[src/rtl/io_timer_pkg.sv]
// Shared register offsets, CTRL bit positions and timer state encoding for the OTTER IO timer.
// No logic, so no latency; no backpressure.
package io_timer_pkg;

  localparam logic [4:0] OFS_CTRL     = 5'h00;
  localparam logic [4:0] OFS_PRESCALE = 5'h04;
  localparam logic [4:0] OFS_RELOAD   = 5'h08;
  localparam logic [4:0] OFS_COUNT    = 5'h0C;
  localparam logic [4:0] OFS_STATUS   = 5'h10;
  localparam logic [4:0] OFS_WDOG     = 5'h14;

  localparam int CTRL_EN   = 0;
  localparam int CTRL_AUTO = 1;
  localparam int CTRL_IRQ  = 2;

  typedef enum logic [1:0] {
    STOP = 2'd0,
    RUN  = 2'd1,
    DONE = 2'd2
  } timer_state_t;

endpackage

[src/rtl/io_prescaler.sv]
// Cycle divider: tick pulses once every limit+1 enabled cycles.
// Combinational tick from the count register; no backpressure, clr/!en hold the count at 0.
module io_prescaler #(
  parameter int W = 16
) (
  input  logic         CLK,
  input  logic         RESET,
  input  logic         clr,
  input  logic         en,
  input  logic [W-1:0] limit,
  output logic         tick
);

  localparam logic [W-1:0] ONE = 1;

  logic [W-1:0] cnt;

  // >= rather than == so a limit lowered mid-count still wraps promptly
  assign tick = en && (cnt >= limit);

  always_ff @(posedge CLK) begin
    if (RESET || clr || !en || tick) cnt <= '0;
    else                             cnt <= cnt + ONE;
  end

endmodule

[src/rtl/otter_io_timer.sv]
// OTTER IOBUS down-counting timer with pending interrupt; optional watchdog under OTTER_TIMER_WDOG_EN.
// Reads return one cycle after the address (write-through); INTR is combinational; IOBUS never stalls.
module otter_io_timer #(
  parameter logic [31:0] BASE_ADDR  = 32'h1100_0100,
  parameter int          PRESCALE_W = 16,
  parameter logic [31:0] WDOG_TICKS = 32'd1_000_000
) (
  input  logic        CLK,
  input  logic        RESET,
  input  logic [31:0] IOBUS_ADDR,
  input  logic [31:0] IOBUS_OUT,
  input  logic        IOBUS_WR,
  output logic [31:0] IOBUS_IN,
  output logic        INTR,
  output logic        WDOG_RST
);

  import io_timer_pkg::*;

  localparam logic [31:0] ONE32 = 32'd1;

  timer_state_t state, state_nxt;
  logic                  en_q, en_nxt, auto_q, auto_nxt, irq_q, irq_nxt, pend_q, pend_nxt;
  logic [PRESCALE_W-1:0] prescale_q, prescale_nxt;
  logic [31:0]           reload_q, reload_nxt, count_q, count_nxt;
  logic [31:0]           rd_nxt, wdog_rd;
  logic                  hit, wr_ctrl, wr_prescale, wr_reload, wr_count, wr_status;
  logic                  run, tick, expire;
  logic [4:0]            ofs;

  assign hit         = (IOBUS_ADDR[31:5] == BASE_ADDR[31:5]);
  assign ofs         = IOBUS_ADDR[4:0];
  assign wr_ctrl     = IOBUS_WR && hit && (ofs == OFS_CTRL);
  assign wr_prescale = IOBUS_WR && hit && (ofs == OFS_PRESCALE);
  assign wr_reload   = IOBUS_WR && hit && (ofs == OFS_RELOAD);
  assign wr_count    = IOBUS_WR && hit && (ofs == OFS_COUNT);
  assign wr_status   = IOBUS_WR && hit && (ofs == OFS_STATUS);

  assign run    = (state == RUN);
  assign expire = tick && (count_q == '0);

  io_prescaler #(.W(PRESCALE_W)) u_prescaler (
    .CLK   (CLK),
    .RESET (RESET),
    .clr   (wr_count),
    .en    (run),
    .limit (prescale_q),
    .tick  (tick)
  );

  always_comb begin
    state_nxt    = state;
    en_nxt       = en_q;
    auto_nxt     = auto_q;
    irq_nxt      = irq_q;
    pend_nxt     = pend_q;
    prescale_nxt = prescale_q;
    reload_nxt   = reload_q;
    count_nxt    = count_q;

    case (state)
      STOP:    if (wr_ctrl && IOBUS_OUT[CTRL_EN]) state_nxt = RUN;
      RUN: begin
        if (wr_ctrl)                 state_nxt = IOBUS_OUT[CTRL_EN] ? RUN : STOP;
        else if (expire && !auto_q)  state_nxt = DONE;
      end
      DONE:    state_nxt = (wr_ctrl && IOBUS_OUT[CTRL_EN]) ? RUN : STOP;
      default: state_nxt = STOP;
    endcase

    // An explicit CTRL write overrides the one-shot auto-clear of EN
    if (wr_ctrl) begin
      en_nxt   = IOBUS_OUT[CTRL_EN];
      auto_nxt = IOBUS_OUT[CTRL_AUTO];
      irq_nxt  = IOBUS_OUT[CTRL_IRQ];
    end else if (expire && !auto_q) begin
      en_nxt = 1'b0;
    end

    if (wr_prescale) prescale_nxt = IOBUS_OUT[PRESCALE_W-1:0];
    if (wr_reload)   reload_nxt   = IOBUS_OUT;

    if (wr_count)                count_nxt = IOBUS_OUT;
    else if (expire && auto_q)   count_nxt = reload_q;
    else if (tick && !expire)    count_nxt = count_q - ONE32;

    if (expire)                           pend_nxt = 1'b1;
    else if (wr_status && IOBUS_OUT[0])   pend_nxt = 1'b0;
  end

  always_ff @(posedge CLK) begin
    if (RESET) begin
      state      <= STOP;
      en_q       <= 1'b0;
      auto_q     <= 1'b0;
      irq_q      <= 1'b0;
      pend_q     <= 1'b0;
      prescale_q <= '0;
      reload_q   <= '0;
      count_q    <= '0;
    end else begin
      state      <= state_nxt;
      en_q       <= en_nxt;
      auto_q     <= auto_nxt;
      irq_q      <= irq_nxt;
      pend_q     <= pend_nxt;
      prescale_q <= prescale_nxt;
      reload_q   <= reload_nxt;
      count_q    <= count_nxt;
    end
  end

`ifdef OTTER_TIMER_WDOG_EN
  logic [31:0] wdog_cnt, wdog_cnt_nxt;
  logic        wdog_armed, wdog_armed_nxt, wdog_rst_q, wdog_rst_nxt;
  logic        wr_wdog;

  assign wr_wdog = IOBUS_WR && hit && (ofs == OFS_WDOG);

  // A kick in the expiry cycle reloads and suppresses the pulse
  always_comb begin
    wdog_cnt_nxt   = wdog_cnt;
    wdog_armed_nxt = wdog_armed;
    wdog_rst_nxt   = 1'b0;
    if (wr_wdog) begin
      wdog_cnt_nxt   = WDOG_TICKS;
      wdog_armed_nxt = 1'b1;
    end else if (wdog_armed) begin
      if (wdog_cnt <= ONE32) begin
        wdog_cnt_nxt   = '0;
        wdog_armed_nxt = 1'b0;
        wdog_rst_nxt   = 1'b1;
      end else begin
        wdog_cnt_nxt = wdog_cnt - ONE32;
      end
    end
  end

  always_ff @(posedge CLK) begin
    if (RESET) begin
      wdog_cnt   <= '0;
      wdog_armed <= 1'b0;
      wdog_rst_q <= 1'b0;
    end else begin
      wdog_cnt   <= wdog_cnt_nxt;
      wdog_armed <= wdog_armed_nxt;
      wdog_rst_q <= wdog_rst_nxt;
    end
  end

  assign wdog_rd  = wdog_cnt_nxt;
  assign WDOG_RST = wdog_rst_q;
`else
  assign wdog_rd  = '0;
  assign WDOG_RST = 1'b0;
`endif

  // Read mux uses next-state values so a same-edge write is visible
  always_comb begin
    rd_nxt = '0;
    if (hit) begin
      case (ofs)
        OFS_CTRL:     rd_nxt = {29'd0, irq_nxt, auto_nxt, en_nxt};
        OFS_PRESCALE: rd_nxt = 32'(prescale_nxt);
        OFS_RELOAD:   rd_nxt = reload_nxt;
        OFS_COUNT:    rd_nxt = count_nxt;
        OFS_STATUS:   rd_nxt = {31'd0, pend_nxt};
        OFS_WDOG:     rd_nxt = wdog_rd;
        default:      rd_nxt = '0;
      endcase
    end
  end

  always_ff @(posedge CLK) begin
    if (RESET) IOBUS_IN <= '0;
    else       IOBUS_IN <= rd_nxt;
  end

  assign INTR = pend_q & irq_q;

endmodule

[config.mk]
export PLATFORM = sky130hd
export DESIGN_NAME = otter_io_timer
export DESIGN_NICKNAME = d
export VERILOG_FILES = /design/src/rtl/io_timer_pkg.sv /design/src/rtl/io_prescaler.sv /design/src/rtl/otter_io_timer.sv
export SDC_FILE = /design/constraint.sdc
export NUM_CORES = 1
export LEC_CHECK = 0
export CORE_MARGIN = 2
export CORE_UTILIZATION = 40
export CTS_BUF_LIST = sky130_fd_sc_hd__clkbuf_2
export CTS_CLUSTER_DIAMETER = 150
export DETAILED_ROUTE_END_ITERATION = 7
export PLACE_DENSITY_LB_ADDON = 0.15
export SYNTH_ARGS = -nofsm -noshare
export SYNTH_HDL_FRONTEND = slang
export SYNTH_HIERARCHICAL = 1
export SYNTH_SLANG_ARGS = --single-unit
[constraint.sdc]
create_clock -name CLK -period 8.9 [get_ports CLK]
set_clock_uncertainty 0.15 [all_clocks]
set_input_delay 1.78 -clock CLK [delete_from_list [all_inputs] [get_ports CLK]]
set_output_delay 1.78 -clock CLK [all_outputs]
set_load 0.1 [all_outputs]
======== Yosys cells after proc, flatten, opt, wreduce, memory -nomap -nowiden ========
Index checks and enable logic that the tools add are counted.
Widths: inputs -> output; s select.
word-level totals
  flip-flop bits (word level) ............. 134
  output and inout port bits .............. 34
  word-level logic and storage cells ...... 66
cells by class
  $add $sub $neg .......................... 2
  order comparisons ....................... 1
  eq/ne operators ......................... 9
  multiplexer cells ....................... 18
  bitwise logic cells ..................... 2
  reductions and logical operators ........ 24
operators with widths
  kind                   number
  $pmux 32 s5            1
  $mux 32                4
  $logic_not 32->1       1
  $sub 32x1->32 const B  1
  $eq 27x24->1 const B   1
  $add 16x1->16 const B  1
  $ge 16x16->1           1
  $mux 16                1
  $logic_and 1x1->1      13
  $eq 5x4->1 const B     2
  $mux 1                 8
  $mux 2                 3
  $pmux 2 s3             1
  $eq 5x3->1 const B     1
  $eq 5x5->1 const B     1
  $logic_not 5->1        1
  $logic_not 1->1        3
  $logic_or 1x1->1       3
  $ne 3x3->1 const B     1
  $eq 2x1->1 const B     1
  $eq 2x2->1 const B     1
  $logic_not 2->1        1
  $ne 2x2->1 const B     1
  $reduce_and 2->1       1
  other kinds (3)        3

======== Longest topological paths before layout ========
Gate-level depths: netlist (run 1).
  depth in word-level cells ............... 9
  mapped depth ............................ 15
  gate-level depth less buffers ........... 13

======== By module ========
The synthesis (run 1) kept the hierarchy.
by module, submodules not included
  module          times used  cells an instance  area each (sq um)  sequential area each (sq um)
  otter_io_timer  1           761                6044.5             2362.3
  io_prescaler    1           128                1118.6             320.3

======== Least setup slack after synthesis (run 1) ========
OpenSTA, ideal clock, no wires.
  kind .................................... input to register
  from .................................... in IOBUS_ADDR[4]
  to ...................................... reg u_prescaler.cnt[12]
  setup time .............................. 0.118 ns
  data arrival time ....................... 3.423 ns
  required time ........................... 8.632 ns
  path slack .............................. 5.209 ns
  stages .................................. 10
  buffers on the path ..................... 3
  cell sequence ........................... nor4b_4 -> and2_0 -> clkbuf_1 -> nand4_1 -> inv_1 -> buf_6 -> nor4b_2 -> nand4_2 -> buf_6 -> nor2_4
between the ends
  longest elaborated chain between the ends .. 5
ends and longest elaborated chain
  element                         line                  RTL
  start: declaration              otter_io_timer.sv:10  input logic [31:0] IOBUS_ADDR,
  $eq 5x4->1                      otter_io_timer.sv:36  assign wr_count = IOBUS_WR && hit && (ofs == OFS_COUNT);
  $logic_and 1x1->1               otter_io_timer.sv:36
  named net wr_count              otter_io_timer.sv:27  logic hit, wr_ctrl, wr_prescale, wr_reload, wr_count, wr_status;
  $logic_or 1x1->1 (3 in series)  io_prescaler.sv:22    if (RESET || clr || !en || tick) cnt <= '0;
  end signal: assignment          io_prescaler.sv:23    else cnt <= cnt + ONE;
  end: declaration                io_prescaler.sv:16    logic [W-1:0] cnt;
The timed path passes the listed nets, and every way through them passes these cells.
A chain may end at the register's enable or synchronous reset.

======== Worst setup path in the final report (run 1) ========
  from .................................... reg pend_q
  to ...................................... out INTR
between the ends
  longest elaborated chain between the ends .. 1
ends and longest elaborated chain
  element                   line                   RTL
  start: declaration        otter_io_timer.sv:23   logic en_q, en_nxt, auto_q, auto_nxt, irq_q, irq_nxt, pend_q, pend_nxt;
  start signal: assignment  otter_io_timer.sv:106  pend_q <= pend_nxt;
  $and 1x1->1               otter_io_timer.sv:179  assign INTR = pend_q & irq_q;
  end: declaration          otter_io_timer.sv:14   output logic INTR,
No other way between the ends.

==> key figures, run 1 <==
Power and ir drop
  – Cell-internal power: 0.817 mW
  – Pwr/cell area: 127 mW/mm^2
  – P_leak: 2.78 nW
  – Psw: ~0.27 mW
  – Reg power frac: 0.553
  – Clock Power Share: 0.390
  – Switching Share: 0.249
  – Max rail drop VDD: 0.0000754 V
  – Logic pwr share: 0.058

Floorplanning
  – Die area: 0.0190 sq mm
  – # rows: 48
  – Core Area: 0.0174 sq mm
  – IO Pins: 101
  – Die height: 138 microns
  – Initial core utilization: 0.411
  – Die width: about 140 microns

Global route
  – First-pass GRT wire length: roughly 35 mm
  – Initial antenna violation count: 1
  – Vias in the first global route: 6,505
  – Largest net degree at the start of global routing: 88
  – Global-route usage over all layers: 0.240
  – Grt total ovfl: 0

Place
  – Port Buf Inserts: 99
  – Routability Congestion: 0.833
  – HPWL Detailed: about 15 mm
  – Placed cells: 1,172

Status
  – Status: finished, final reports clean

Cells and area
  – Share of cells above drive strength 1: 0.0930
  – Area growth syn-to-layout: 19.9%
  – Non-filler cells, final: ~1,200
  – Post-layout nets: 1,051
  – Layout filler cell count: between 1,500 and 2,000

Timing
  – Hold Vio Cnt, Final: 0
  – Unrepaired setup endpoints after global routing: false
  – Final Max Slew Viols: 0
  – Worst slew pin tran: between 900 and 1000 ps
  – Slew HR: 0.338
  – Setup TNS: 0 ps
  – Final setup vio count: 0
  – Max Clk Rate: about 0.23 GHz
  – Final period utilization: 0.490
  – Period minus WS final: 4360 ps

Yosys
  – Synth area leader: dfxtp_1
  – Synthesized area per cell: 8.06 sq um
  – Cell variety after synth: 81
  – Sequential fraction of the synthesis area: 0.374
  – Top cells by instance count after synthesis: 148 x nand2_1, 134 x dfxtp_1, 100 x a21oi_1, 62 x nor2_1, 41 x clkbuf_1
  – Yosys warning total: 6
  – Net Count, Synth: ~970
  – Post-synth EDFFs: 0
  – Most frequent cell after synthesis: nand2_1
  – Synth area leaders: dfxtp_1 37%, nand2_1 7.8%, a21oi_1 7.0%
  – #FFs+latches synth: 134
  – Synth Instances: 889
  – Asr flop ratio synth: 0
  – Share of the synthesized area in the top cell type: 0.374
  – Ys flop type: dfxtp_1
  – Synthesized area: 0.00716 sq mm

Drt
  – Vias: 7,045
  – Violation count after the first detailed-route iteration: 626
  – Vias/cell: between 5 and 6
  – Antenna viol nets, final: 0
  – DR DRC count: 0
  – DR WL/cell: 18.3 microns
  – Drt first pass iters: 5
  – Routed WL: 22.1 mm

Clocking
  – Clock tree from TritonCTS: done
  – Post-CTS Resized: 0
  – H-tree depth: 4
  – Total clock buffers created by CTS: 17
  – Post-CTS setup buffer count: 0
  – Hold Buf Count CTS: 0
  – Root Driver: clkbuf_2
  – Clock latency on the worst-skew pair: 770 ps
  – Reg clk slew, reported paths: 200 ps
  – Clk sinks: 134
  – Max clock buf depth: 2

Min path
  – HP Class: flip-flop to flip-flop

Setup path
  – Kind of critical path: flip-flop to output pin
  – CP required: about 7000 ps
  – Worst setup EP type: output pin
  – Crit-path max FO: 4
  – Crit path DAT: around 2400 ps
  – Setup crit start kind: flip-flop

Flow run
  – Max Cap Viol: 0
==> path summary, 6_finish.rpt <==
path / startpoint / end / slack, ps / depth (start not counted)
max: pend_q$_SDFF_PP0_ / INTR / 4540 / 2
min: state[1]$_SDFFE_PP0P_ / state[0]$_SDFFE_PP0P_ / 330 / 1
max reg2reg: prescale_q[15]$_SDFF_PP0_ / IOBUS_IN[9]$_SDFF_PP0_ / 4720 / 12
min reg2reg: state[1]$_SDFFE_PP0P_ / state[0]$_SDFFE_PP0P_ / 330 / 1
==> power by group through the flow <==
| stage | clock [mW] | combinational, mW | sequential (mW) |
|---|---|---|---|
| after floorplan | 0 | 0.0181 | 0.613 |
| after global placement | 0 | 0.0624 | 0.613 |
| after detailed placement | 0 | 0.0621 | 0.613 |
| after CTS | 0.430 | 0.0623 | 0.601 |
| after global routing | 0.456 | 0.0666 | 0.602 |
| final | 0.424 | 0.0628 | 0.601 |
==> registers in the layout (all words and copies together), names as in the netlist <==
| name | cells |
|---|---|
| u_prescaler/cnt | 16 |
| state | 2 |
| prescale_q | 16 |
| auto_q | 1 |
| IOBUS_IN | 32 |
| pend_q | 1 |
| irq_q | 1 |
| reload_q | 32 |
| count_q | 32 |
| en_q | 1 |
==> cell type report <==
cell class | instances | area (sq um) | share of cell area
multi-input combinational | 670 | 4140 | 0.482
sequential | 134 | 2680 | 0.312
timing repair buffer | 113 | 1090 | 0.127
tap | 225 | 282 | 0.0328
clock inverter | 13 | 179 | 0.0208
inverter | 30 | 113 | 0.0131
clock buffer | 19 | 95.1 | 0.0111
antenna | 1 | 2.50 | 0.000291
==> per-layer routing <==
layer / GRT usage / vias to the layer above / routed length (microns)
li1: - / 3378 / -
met1: 0.336 / 3364 / 10300
met2: 0.369 / 267 / 9850
met3: 0.0434 / 36 / 1480
met4: 0.0839 / 0 / 422
met5: 0 / - / 0
==> cells in the final DEF, fill, tap and decap left out, types with 4 or more instances in the layout <==
master and count:
nand2_1 148, dfxtp_1 134, a21oi_1 100, clkdlybuf4s50_1 98
nor2_1 62, inv_1 30, a211oi_1 24, nand3_1 24
nor3_1 23, xnor2_1 21, clkbuf_2 19, ha_1 18
nor4_1 16, nand4_1 16, o21ai_0 14, buf_4 14
a22oi_1 13, a31oi_1 12, o211ai_1 11, xor2_1 10
or3_1 10, nor3b_1 9, nor2_2 9, o22ai_1 8
nor4b_1 6, nor4_2 6, o31ai_1 6, and3_1 5
and2_1 5, a211o_1 5, mux2i_1 5, and4_1 4
nor4_4 4, nand3b_1 4, o32ai_1 4, o21a_1 4
a222oi_1 4, bufinv_16 4
==> metrics by stage <==
step | total power [mW] | utilization | worst slack, ps | hold slack [ps] | instance area, sq um
3_3_place_gp | 0.675 | 0.477 | 3910 | 284 | 8310
2_1_floorplan | 0.631 | - | 5210 | 268 | 7160
5_1_grt | 1.12 | 0.493 | 4350 | 348 | 8590
6_report | 1.09 | 0.493 | 4540 | 329 | 8590
4_1_cts | 1.09 | 0.493 | 4490 | 325 | 8580
3_5_place_dp | 0.675 | 0.477 | 3710 | 286 | 8310
==> worst max-delay path: stages (launching register included) <==
cell and delay (ps):
dfxtp_1 410, and2_1 140, clkdlybuf4s50_1 1130
==> logic make-up (layout without fill, tap and decap cells) <==
family	after synthesis	in the layout	synth area share
AND/OR/NAND/NOR	381	381	0.283
AO/OA/AOI/OAI	233	233	0.212
flip-flops	134	134	0.374
buffers and inverters	85	175	0.0512
XOR/XNOR	31	31	0.0379
adder cells (fa/ha/maj)	18	18	0.0314
multiplexers	6	6	0.00908
other	1	2	0.000524
Power figures use the tool's default switching activity.
==> run 2, diff against run 1 <==
- clock period: 8.9 -> 3.6 ns (I/O delays scaled with it)
==> run 2 against run 1 <==
  * Sequential share of layout area decreased by 0.51 points
  * Cell area is 1.7% higher
  * Worst setup slack got worse by 4300 ps
  * Global-route usage fell by 0.35 points
  * Combinational power grew to 2.5 times the previous value
  * Flip-flop and latch count unchanged
  * Worst hold slack got worse by 22 ps
  * Largest power group unchanged
  * Highest routed layer unchanged
==> key figures, run 2 (synthesized netlist as in run 1, its figures left out) <==
Status
  – Status: finished, final reports clean

Timing
  – Hold WS: 307 ps (-21.8 ps)
  – Setup TNS: 0 ps (unchanged)
  – Slew HR: 0.347 (+0.00889)
  – Final setup vio count: 0 (unchanged)
  – PnR worst setup slack: 247 ps (-4290 ps)
  – Final Max Slew Viols: 0 (unchanged)
  – Hold Vio Cnt, Final: 0 (unchanged)
  – Period minus WS final: 3350 ps
  – Worst slew pin tran: 976 ps (-16.4 ps)
  – Max Clk Rate: 0.298 GHz
  – Final period utilization: 0.931
  – Unrepaired setup endpoints after global routing: false

Clocking
  – Max clock buf depth: 2 (unchanged)
  – H-tree depth: 4 (unchanged)
  – Total clock buffers created by CTS: 17 (unchanged)
  – Root Driver: clkbuf_2
  – Clock tree from TritonCTS: done
  – Post-CTS setup buffer count: 0 (unchanged)
  – Clock latency on the worst-skew pair: 730 ps (-40 ps)
  – Reg clk slew, reported paths: 210 ps (about the same)
  – Clk sinks: 134 (unchanged)

Global route
  – First-pass GRT wire length: 34.4 mm (-0.86%)
  – Largest net degree at the start of global routing: 64 (-27%)
  – Initial antenna violation count: 1 (unchanged)
  – Vias in the first global route: 6,492 (-0.20%)
  – Grt total ovfl: 0 (unchanged)
  – Global-route usage over all layers: 0.236 (-0.00345)

Drt
  – Vias: 7,022 (-0.33%)
  – Antenna viol nets, final: 0 (unchanged)
  – Violation count after the first detailed-route iteration: 503 (-20%)
  – Routed WL: 21.9 mm (-0.79%)
  – DR DRC count: 0 (unchanged)
  – Vias/cell: 5.70 (-2.4%)
  – DR WL/cell: 17.8 microns (-2.9%)
  – Drt first pass iters: 6 (+1)

Floorplanning
  – Die height: 138 microns (unchanged)
  – # rows: 48 (unchanged)
  – Initial core utilization: 0.411 (unchanged)
  – Die width: 138 microns (unchanged)
  – Die area: 0.0190 sq mm (unchanged)
  – IO Pins: 101 (unchanged)
  – Core Area: 0.0174 sq mm (unchanged)

Setup path
  – Crit-path max FO: 9 (+5)
  – Worst setup EP type: flip-flop
  – Kind of critical path: flip-flop to flip-flop
  – CP required: 4120 ps (-2850 ps)
  – Crit path DAT: 3870 ps (+1440 ps)
  – Setup crit start kind: flip-flop

Power and ir drop
  – P_leak: 2.89 nW (+4.1%)
  – Max rail drop VDD: 0.000176 V (+130%)
  – Pwr/cell area: 280 mW/mm^2 (+120%)

Cells and area
  – Most common cell after layout, fill and taps aside: nand2_1
  – Final Cell Area: 0.00873 sq mm (+1.7%)
  – Non-filler cells, final: 1,231 (+2.2%)
  – Share of cells above drive strength 1: 0.119 (+0.0265)
  – Post-layout nets: 1,078 (+2.6%)
  – Top Registers: IOBUS_IN (32), count_q (32), reload_q (32)
  – Most frequent cells in the layout: 148 x nand2_1, 134 x dfxtp_1, 100 x a21oi_1
  – Layout filler cell count: 1,732 (-0.86%)
  – Area growth syn-to-layout: 21.9%

Place
  – Routability Congestion: 0.894 (+7.3%)
  – HPWL Detailed: 15.8 mm (+4.6%)
  – Post-place setup slack: 259 ps (-3450 ps)
  – Placement Cell Area: 0.00854 sq mm (+2.7%)
  – Placed cells: 1,199 (+2.3%)
  – Port Buf Inserts: 99 (unchanged)

Min path
  – HP Class: flip-flop to flip-flop

Flow run
  – Max Cap Viol: 0 (unchanged)
==> run 2: changes by cell type in the layout (fill, tap and decap cells not counted), moves of 3 or more <==
cell | before | now
buf_4 | 14 | 43
clkdlybuf4s50_1 | 98 | 93
buf_12 | 0 | 3
bufinv_16 | 4 | 1
clkinv_1 | 1 | 4
==> run 2: timing repair <==
item,in CTS,in global routing
endpoints found under the setup margin,0,2
hold buffers,0,0
gates resized for setup,0,1
==> run 2: final timing paths <==
path / from / end / slack [ps] / depth (start not counted)
max: prescale_q[15]$_SDFF_PP0_ / count_q[30]$_SDFF_PP0_ / 250 / 14
min: state[1]$_SDFFE_PP0P_ / state[0]$_SDFFE_PP0P_ / 310 / 1
max reg2reg: prescale_q[15]$_SDFF_PP0_ / count_q[30]$_SDFF_PP0_ / 250 / 14
min reg2reg: state[1]$_SDFFE_PP0P_ / state[0]$_SDFFE_PP0P_ / 310 / 1
==> run 2: power breakdown <==
group	leakage (nW)	internal [mW]	switching (mW)
combinational	1.69	0.0778	0.0806
sequential	1.08	1.49	0.000000000256
clock	0.119	0.237	0.561
==> run 2: layer usage <==
layer / GRT usage / wire, microns
met1: 0.336 / 10400
met4: 0.0533 / 274
met2: 0.367 / 9730
met5: 0 / 0
met3: 0.0497 / 1440
==> run 2: cell type report <==
| type | count | area [sq um] | area share |
|---|---|---|---|
| antenna | 1 | 2.50 | 0.000287 |
| clock buffer | 19 | 95.1 | 0.0109 |
| clock inverter | 12 | 88.8 | 0.0102 |
| inverter | 30 | 113 | 0.0129 |
| multi-input combinational | 670 | 4150 | 0.475 |
| sequential | 134 | 2680 | 0.307 |
| tap | 225 | 282 | 0.0323 |
| timing repair buffer | 140 | 1320 | 0.151 |
==> run 2: worst max-delay path: stages (launching register included) <==
cell and delay (ps):
dfxtp_1 400, inv_1 50, ha_1 290, nand4_1 170, nor3_1 260, o31ai_2 120
nand3_1 100, o21a_1 260, nand3_4 200, nor4_2 330, buf_4 210, nor2_1 50
mux2_4 260, or3_1 300, a21oi_1 140
==> run 2: stage by stage <==
stage | power [mW] | utilization
global route | 2.54 | 0.501
CTS | 2.46 | 0.501
global placement | 1.67 | 0.490
floorplan | 1.56 | -
finish | 2.44 | 0.501
detailed placement | 1.67 | 0.490
==> run 3, diff against run 2 <==
- clock period: 3.6 -> 4.29 ns (I/O delays scaled with it)
==> run 3 against run 2 <==
  * Total power fell by 10%
  * Sequential power decreased by 16%
  * Worst hold slack improved by 8.2 ps
  * Die area unchanged
  * Register-to-register slack better by 90 ps
  * Sequential share of layout area grew 0.30 points
  * Cell area fell by 0.97%
  * Largest cell class unchanged
  * Flip-flop and latch count unchanged
  * Fmax shrank 15%
  * Via count is essentially flat
  * Largest power group unchanged
  * Non-clock buffer count fell by 16
==> key figures, run 3 (synthesized netlist as in run 1, its figures left out) <==
Setup path
  – Kind of critical path: flip-flop to flip-flop
  – Max incr delay on CP: 650 ps (+250 ps)
  – CP required: 4700 ps (+580 ps)
  – Crit-path max FO: 10 (+1)
  – Setup crit start kind: flip-flop
  – Worst setup EP type: flip-flop
  – Crit path DAT: 4360 ps (+490 ps)
  – Slowest stage cell, crit path: nor4_4
  – Critical Path, Cell by Cell: inv_1 > ha_1 > nand4_1 > nor3_1 > o31ai_2 > nand3_1 > o21a_1 > nand3_4 > nor4_4 > buf_4 > a211oi_1 > a2111oi_0

Clocking
  – Clock tree from TritonCTS: done
  – Post-CTS Resized: 0 (unchanged)
  – Clk sinks: 134 (unchanged)
  – Max clock buf depth: 2 (unchanged)
  – Total clock buffers created by CTS: 17 (unchanged)
  – H-tree depth: 4 (unchanged)
  – Reg clk slew, reported paths: 220 ps (about the same)
  – Hold Buf Count CTS: 0 (unchanged)
  – Post-CTS setup buffer count: 0 (unchanged)
  – Root Driver: clkbuf_2
  – Clock latency on the worst-skew pair: 720 ps (about the same)

Cells and area
  – Multi-input combinational cell area: 0.00414 sq mm (-0.12%)
  – Non-filler cells, final: 1,216 (-1.2%)
  – Most common cell after layout, fill and taps aside: nand2_1
  – Share of cells above drive strength 1: 0.103 (-0.0164)
  – Area growth syn-to-layout: 20.7%
  – Top Registers: IOBUS_IN (32), count_q (32), reload_q (32)
  – Storage cell area: 0.00268 sq mm (unchanged)
  – Layout filler cell count: 1,698 (-2.0%)
  – Most frequent cells in the layout: 148 x nand2_1, 134 x dfxtp_1, 100 x a21oi_1
  – Post-layout nets: 1,062 (-1.5%)

Timing
  – Setup TNS: 0 ps (unchanged)
  – Unrepaired setup endpoints after global routing: false
  – Worst slew pin tran: 976 ps (-0.0937 ps)
  – Period minus WS final: 3950 ps (+596 ps)
  – Final setup vio count: 0 (unchanged)
  – Final period utilization: 0.920 (-0.0109)
  – Max Clk Rate: 0.253 GHz (-15%)
  – Final Max Slew Viols: 0 (unchanged)
  – Slew HR: 0.347 (about the same)
  – Hold Vio Cnt, Final: 0 (unchanged)

Power and ir drop
  – Max rail drop VDD: 0.000164 V (-6.7%)
  – Design Power: 2.19 mW (-10%)
  – P_leak: 2.82 nW (-2.5%)
  – Pwr/cell area: 253 mW/mm^2 (-9.5%)

Drt
  – DR WL/cell: 18.1 microns (+1.9%)
  – Routed WL: 22.0 mm (+0.68%)
  – Violation count after the first detailed-route iteration: 675 (+34%)
  – Antenna viol nets, final: 0 (unchanged)
  – Vias: 7,021 (-0.014%)
  – Vias/cell: 5.77 (+1.2%)
  – Drt first pass iters: 5 (-1)
  – DR DRC count: 0 (unchanged)

Flow run
  – Max Cap Viol: 0 (unchanged)

Global route
  – Initial antenna violation count: 1 (unchanged)
  – Grt total ovfl: 0 (unchanged)
  – Largest net degree at the start of global routing: 48 (-25%)
  – GRT met3 Usage: 0.0445 (-0.00515)
  – Global-route usage over all layers: 0.242 (+0.00571)
  – Global routing's busiest layer: met2
  – Vias in the first global route: 6,650 (+2.4%)
  – GR Util met2: 0.379 (+0.0127)
  – GR met1 Demand/Resource: 0.342 (+0.00647)
  – First-pass GRT wire length: 35.7 mm (+3.7%)

Floorplanning
  – # rows: 48 (unchanged)
  – Die width: 138 microns (unchanged)
  – Die height: 138 microns (unchanged)
  – Core Area: 0.0174 sq mm (unchanged)
  – IO Pins: 101 (unchanged)
  – Initial core utilization: 0.411 (unchanged)
  – Die area: 0.0190 sq mm (unchanged)

Place
  – Port Buf Inserts: 99 (unchanged)
  – Placed cells: 1,183 (-1.3%)
  – Routability Congestion: 0.861 (-3.7%)
  – HPWL Detailed: 15.9 mm (about the same)

Min path
  – HP Class: flip-flop to flip-flop

Status
  – Status: finished, final reports clean
==> run 3: cell types whose count changed in the layout (fill, tap and decap cells not counted), sizes merged <==
| cell | before | now |
|---|---|---|
| clkbuf | 19 | 18 |
| bufinv | 1 | 3 |
| inv | 30 | 31 |
| clkdlybuf4s50 | 93 | 98 |
| buf | 47 | 26 |
| clkinvlp | 2 | 3 |
| clkinv | 9 | 7 |
==> run 3: layer usage <==
metal,routed length [microns],vias to the layer above,part of all wire
met4,295,0,0.013
met3,1460,28,0.066
li1,-,3401,-
met5,0,-,0
met2,9920,270,0.45
met1,10300,3322,0.47
==> run 3: stage by stage <==
| step | setup WS (ps) | util | hold slack, ps | cell area (sq um) |
|---|---|---|---|---|
| 3_5_place_dp | 361 | 0.482 | 291 | 8390 |
| 2_1_floorplan | 1310 | - | 268 | 7160 |
| 5_1_grt | 18.3 | 0.496 | 330 | 8640 |
| 3_3_place_gp | 334 | 0.482 | 286 | 8390 |
| 6_report | 341 | 0.496 | 315 | 8640 |
| 4_1_cts | 321 | 0.496 | 316 | 8640 |
==> run 3: final timing paths <==
path                        endpoint  cells past startpoint  slack (ps)                      start
max reg2reg  IOBUS_IN[16]$_SDFF_PP0_                     12         340  prescale_q[14]$_SDFF_PP0_
max          IOBUS_IN[16]$_SDFF_PP0_                     12         340  prescale_q[14]$_SDFF_PP0_
min reg2reg    state[0]$_SDFFE_PP0P_                      1         320      state[1]$_SDFFE_PP0P_
min            state[0]$_SDFFE_PP0P_                      1         320      state[1]$_SDFFE_PP0P_
==> run 3: report_power, final <==
group	internal, mW	switching, mW
combinational	0.0642	0.0678
clock	0.322	0.488
sequential	1.25	0.000000000220
==> run 3: worst max-delay path, delay by kind of cell (launching register included) <==
kind	cells	cell delay [ps]
AOI/OAI and AO/OA	4	1120
adders and majority gates	1	280
buffers and inverters	2	370
DFF	1	430
and+or+nand+nor	5	1450
==> run 3: layout make-up <==
class	instances	share of cell area
Multi-Input combinational cell	670	0.479
Sequential cell	134	0.310
Timing Repair Buffer	124	0.136
Tap cell	225	0.0326
Clock inverter	14	0.0184
Inverter	30	0.0130
Clock buffer	18	0.0104
Antenna cell	1	0.000290
